$ cat config.mk
export PLATFORM = sky130hd
export DESIGN_NAME = minmax_seq_ctrl_flat
export DESIGN_NICKNAME = d
export VERILOG_FILES = /design/src/rtl/minmax_seq_ctrl_if.sv /design/src/rtl/minmax_seq_ctrl.sv /design/src/flat_wrapper.sv
export SDC_FILE = /design/constraint.sdc
export NUM_CORES = 1
export LEC_CHECK = 0
export CELL_PAD_IN_SITES_DETAIL_PLACEMENT = 1
export CELL_PAD_IN_SITES_GLOBAL_PLACEMENT = 1
export CORE_UTILIZATION = 26
export CTS_BUF_LIST = sky130_fd_sc_hd__clkbuf_4 sky130_fd_sc_hd__clkbuf_8
export DETAILED_ROUTE_END_ITERATION = 10
export GPL_TIMING_DRIVEN = 0
export PLACE_DENSITY_LB_ADDON = 0.08
export SETUP_SLACK_MARGIN = 0.15
export SYNTH_ARGS = -nofsm -noshare
export SYNTH_HDL_FRONTEND = slang
export SYNTH_SLANG_ARGS = --single-unit
$ cat constraint.sdc
create_clock -name clock -period 3.1 [get_ports clock]
set_clock_uncertainty 0.2 [all_clocks]
set_input_delay 0.31 -clock clock [delete_from_list [all_inputs] [get_ports clock]]
set_output_delay 0.31 -clock clock [all_outputs]
set_load 0.05 [all_outputs]
$ cat src/rtl/minmax_seq_ctrl_if.sv
// Upstream sample stream into the min/max sequencer: a plain valid/ready
// handshake. The producer side uses the master modport and the sequencer
// uses the slave modport.
interface minmax_seq_ctrl_if #(
  parameter int DATA_W = 32
);
  logic              in_valid;
  logic [DATA_W-1:0] in_data;
  logic              in_ready;

  modport master (output in_valid, output in_data, input in_ready);
  modport slave  (input in_valid, input in_data, output in_ready);
endinterface

$ cat src/rtl/minmax_seq_ctrl.sv
// Sequencer for the signed min/max tracking datapath. A run clears the
// datapath for one cycle, streams exactly `count` samples into it from the
// upstream valid/ready source, then pulses `done` for one cycle. At that
// point the datapath min/max outputs hold the final result.
module minmax_seq_ctrl #(
  parameter int DATA_W = 32,
  parameter int CNT_W  = 16
) (
  input  logic              clock,
  input  logic              reset_n,
  input  logic              start,
  input  logic              abort,
  input  logic [CNT_W-1:0]  count,
  minmax_seq_ctrl_if.slave  up,
  output logic              dp_clear,
  output logic              dp_load,
  output logic [DATA_W-1:0] dp_data,
  output logic              busy,
  output logic              done,
  output logic [CNT_W-1:0]  remaining
);

  typedef enum logic [1:0] {
    S_IDLE  = 2'd0,
    S_CLEAR = 2'd1,
    S_RUN   = 2'd2,
    S_DONE  = 2'd3
  } state_t;

  state_t           state;
  state_t           state_next;
  logic [CNT_W-1:0] remaining_next;
  logic             accept;
  logic             last_beat;

  // A sample is taken only in RUN, only when nothing is aborting the run.
  assign accept    = (state == S_RUN) && !abort && up.in_valid;
  assign last_beat = (remaining == CNT_W'(1));

  // State and remaining-count registers.
  always_ff @(posedge clock or negedge reset_n) begin
    if (!reset_n) begin
      state     <= S_IDLE;
      remaining <= '0;
    end else begin
      // NOTE: sequential state uses non-blocking assignments so every
      // register samples pre-edge values regardless of process order.
      state     <= state_next;
      remaining <= remaining_next;
    end
  end

  // Next-state and next-count decode.
  always_comb begin
    // NOTE: defaults first so every path assigns both signals; a missing
    // branch would otherwise infer a latch.
    state_next     = state;
    remaining_next = remaining;
    unique case (state)
      S_IDLE: begin
        if (start) begin
          state_next     = S_CLEAR;
          remaining_next = count;
        end
      end
      S_CLEAR: begin
        if (abort) begin
          state_next     = S_IDLE;
          remaining_next = '0;
        end else if (remaining == '0) begin
          state_next = S_DONE;
        end else begin
          state_next = S_RUN;
        end
      end
      S_RUN: begin
        if (abort) begin
          state_next     = S_IDLE;
          remaining_next = '0;
        end else if (accept && remaining != '0) begin
          // Guarded decrement: the count never wraps below zero.
          remaining_next = remaining - CNT_W'(1);
          if (last_beat) state_next = S_DONE;
        end
      end
      S_DONE: begin
        // start and abort are both ignored here.
        state_next = S_IDLE;
      end
      default: begin
        state_next     = S_IDLE;
        remaining_next = '0;
      end
    endcase
  end

  // Output decode: Moore strobes from state; ready/load also see abort and valid.
  always_comb begin
    dp_clear    = (state == S_CLEAR);
    busy        = (state != S_IDLE);
    done        = (state == S_DONE);
    up.in_ready = (state == S_RUN) && !abort;
    dp_load     = accept;
    dp_data     = up.in_data;
  end

endmodule

$ cat src/flat_wrapper.sv
// flat-port wrapper written by rule: the top's interface ports become plain ports
module minmax_seq_ctrl_flat 
#(
  parameter int DATA_W = 32,
  parameter int CNT_W  = 16
)
  (clock, reset_n, start, abort, count, dp_clear, dp_load, dp_data, busy, done, remaining, up_in_valid, up_in_data, up_in_ready);
  minmax_seq_ctrl_if #(.DATA_W(DATA_W)) up_i ();
  input  logic clock;
  input  logic reset_n;
  input  logic start;
  input  logic abort;
  input  logic [CNT_W-1:0] count;
  output logic dp_clear;
  output logic dp_load;
  output logic [DATA_W-1:0] dp_data;
  output logic busy;
  output logic done;
  output logic [CNT_W-1:0] remaining;
  input wire logic [$bits(up_i.in_valid)-1:0] up_in_valid;
  input wire logic [$bits(up_i.in_data)-1:0] up_in_data;
  output wire logic [$bits(up_i.in_ready)-1:0] up_in_ready;
  assign up_i.in_valid = up_in_valid;
  assign up_i.in_data = up_in_data;
  assign up_in_ready = up_i.in_ready;
  minmax_seq_ctrl #(.DATA_W(DATA_W), .CNT_W(CNT_W)) u_core (.clock(clock), .reset_n(reset_n), .start(start), .abort(abort), .count(count), .up(up_i), .dp_clear(dp_clear), .dp_load(dp_load), .dp_data(dp_data), .busy(busy), .done(done), .remaining(remaining));
endmodule
==> flow_metrics.py <==
metrics = {
    "hold_path": {
        "min_path_type": "in -> async",
    },
    "pwr": {
        "p_comb_frac": 0.699,
        "pwr-share-clk": 0.090,
        "ir_worst_vdd_v": 0.000438,
        "power_density_nw_per_um2": 939,
        "p_sw_mw": 1.26,
        "p_leak_nw": 1.02,
        "power_frac_seq": 0.211,
        "power_mw": 2.25,
        "switching_share": 0.558,
        "internal_power_mw": 0.996,
    },
    "synthesis": {
        "synth_edf_count": 0,
        "synth_nets": 243,
        "async_flop_share": 1.00,
        "netlist_area_um2": 1520,
        "synth_area_per_cell_um2": 8.37,
        "ys_seq_area_frac": 0.296,
        "ys_ff_latch": 18,
        "netlist_top_cells_area": "dfrtp_1, buf_4, o21ai_0",
        "synth.top_cell.area_share": 0.296,
        "synth_cell_types": 35,
        "synth_top_area_cell": "dfrtp_1",
        "ys.flop_type": "dfrtp_1",
        "ys_warn_count": 0,
        "syn_inst": 182,
    },
    "clock_tree": {
        "clkSinkCount": 18,
        "cts-root-buf": "clkbuf_8",
        "ctsResizeCount": 0,
        "cts_made_buffers": 3,
        "clk_pin_slew_ps": 80,
        "insertion_delay_ps": 260,
        "cts_tree": "done",
        "clock_path_buffers": 2,
        "htree_levels": 1,
        "post-cts-setup-buffers": 0,
        "cts_hold_repair.buffers": 0,
    },
    "critical_path": {
        "path_cells": "inv_1 > ha_1 > nand2b_1 > inv_1 > and2_1 > clkdlybuf4s50_1",
        "path_max_fanout": 6,
        "crit_slowest_cell": "clkdlybuf4s50_1",
        "cp_top_family": "buffers and inverters",
        "cp.required_ps": 2590,
        "path_buf_inv": 3,
        "path_common_cell": "inv_1",
        "crit_path_end_kind": "primary output",
        "cp.arrival_ps": 2280,
        "critical-path-max-stage-delay_ps": 790,
        "path_class": "reg -> out",
        "worstSetupStartpointType": "flip-flop",
    },
    "final_layout": {
        "seqCellArea_um2": 450,
        "area_delta_synth_final_pct": 57.5,
        "drive_gt1_frac": 0.189,
        "final_nets": 321,
        "multi_input_area_um2": 757,
        "fillers": 658,
        "antennaDiodeCount": 0,
    },
    "placement": {
        "gp_congestion": 0.749,
        "hpwl_mm": 3.93,
        "io_buffers": 73,
    },
    "sta": {
        "period_minus_slack_ps": 2790,
        "setup_viol": 0,
        "rsz0062_at_grt": "false",
        "fin_crit_sh": 0.899,
        "slew_violations": 0,
        "finalSetupTns_ps": 0,
        "clock.fmax_mhz": 359,
        "slew_headroom": 0.388,
        "hold_viol": 0,
        "tightest_slew_ps": 915,
    },
    "detailed_routing": {
        "first_pass_iters": 4,
        "drc_errors": 0,
        "drt_iter0_markers": 84,
        "viasPerCell": 4.81,
        "wl_per_cell_um": 15.2,
        "routed_wl_mm": 5.03,
        "ant_nets": 0,
        "vias": 1593,
    },
    "grt": {
        "grt_pass1_vias": 1631,
        "grt_max_degree": 19,
        "grt_pass1_wl_mm": 8.11,
        "antenna_found_initial": 0,
        "grt_overflow": 0,
        "track_usage": 0.168,
    },
    "floorplan": {
        "initial_core_util": 0.273,
        "die_y_um": 78.5,
        "io_pins": 106,
        "dieArea_um2": 6170,
        "num_rows": 27,
        "dieWidth_um": 78.5,
        "core_area_um2": 5570,
    },
    "flow_run": {
        "maxCapViolCount": 0,
    },
    "run_status": {
        "outcome": "finished clean",
    },
}
[cells by family (layout without fill, tap and decap cells)]
kind of cell    Yosys count  in the layout  synth area share
compound gates           60             60             0.243
buf+inv                  51            128             0.207
simple gates             43             43             0.175
flops                    18             18             0.296
fa+ha+maj                 8              8            0.0657
mux                       2              2            0.0131
[layout by cell type, fill, tap and decap left out, drive strengths merged, types with 2 or more instances in the layout]
cell type / n
a31oi: 3
a32oi: 7
nand2: 5
nor2b: 4
nor4: 3
nand2b: 3
buf: 35
and4: 2
dfrtp: 18
a22oi: 3
a21oi: 13
inv: 11
ha: 8
nor2: 13
o21a: 2
mux2i: 2
nor3: 5
clkbuf: 9
nand4: 2
clkdlybuf4s50: 73
and2: 2
o21ai: 26
a221oi: 2
[metal layers]
metal / vias up / global-route usage / part of all wire
met5: - / 0 / 0
li1: 772 / - / -
met1: 757 / 0.231 / 0.48
met2: 60 / 0.274 / 0.46
met3: 4 / 0.0337 / 0.055
met4: 0 / 0.0259 / 0.0072
[flip-flops by register name, summed over array words and instances, names as in the netlist]
signal,count
u_core.remaining,16
u_core.state,2
[final cells by class]
class | count | area share
inverters | 11 | 0.0172
multi-input cells | 113 | 0.316
plain buffers | 40 | 0.114
clock buffers | 4 | 0.0230
well taps | 72 | 0.0376
flip-flops and latches | 18 | 0.188
repair buffers | 73 | 0.305
[synth_stat cells, types with 2 or more instances]
master,count
ha_1,8
nand2b_1,3
nor2_1,13
clkbuf_1,5
a221oi_1,2
dfrtp_1,18
mux2i_1,2
nand2_1,4
buf_2,3
a22oi_1,3
nor3_1,5
nand4_1,2
o21a_1,2
o21ai_0,26
a21oi_1,13
a31oi_1,3
nor2b_1,4
and4_2,2
inv_1,11
a32oi_1,7
buf_4,32
[final timing paths]
| kind | from | endpoint | slack [ps] | depth (start not counted) |
|---|---|---|---|---|
| worst max-delay path | u_core.state[0] | dp_load | 310 | 6 |
| worst min-delay path | reset_n | u_core.remaining[13] | 360 | 1 |
| worst max register to register | u_core.remaining[0] | u_core.remaining[4] | 520 | 8 |
| worst min register to register | u_core.remaining[10] | u_core.remaining[10] | 370 | 2 |
| max in group asynchronous | reset_n | u_core.remaining[3] | 1780 | 1 |
| min in group clock | u_core.remaining[10] | u_core.remaining[10] | 370 | 2 |
[power groups by stage]
stage          clock network [mW]  logic (mW)  registers [mW]
5_1_grt                     0.219        1.70           0.501
3_3_place_gp                    0        1.57           0.477
6_report                    0.204        1.57           0.475
4_1_cts                     0.207        1.59           0.478
3_5_place_dp                    0        1.58           0.483
2_1_floorplan                   0       0.808           0.732
[per-stage QoR]
step,util,cell area (um^2),std cells,setup WS (ps),hold WS [ps]
floorplan,-,1520,182,777,-186
global placement,0.420,2340,327,492,340
detailed placement,0.420,2340,327,489,348
CTS,0.430,2400,331,304,369
global route,0.430,2400,331,197,439
finish,0.430,2400,331,314,359
Note: power is estimated with default switching activity, not from simulation.
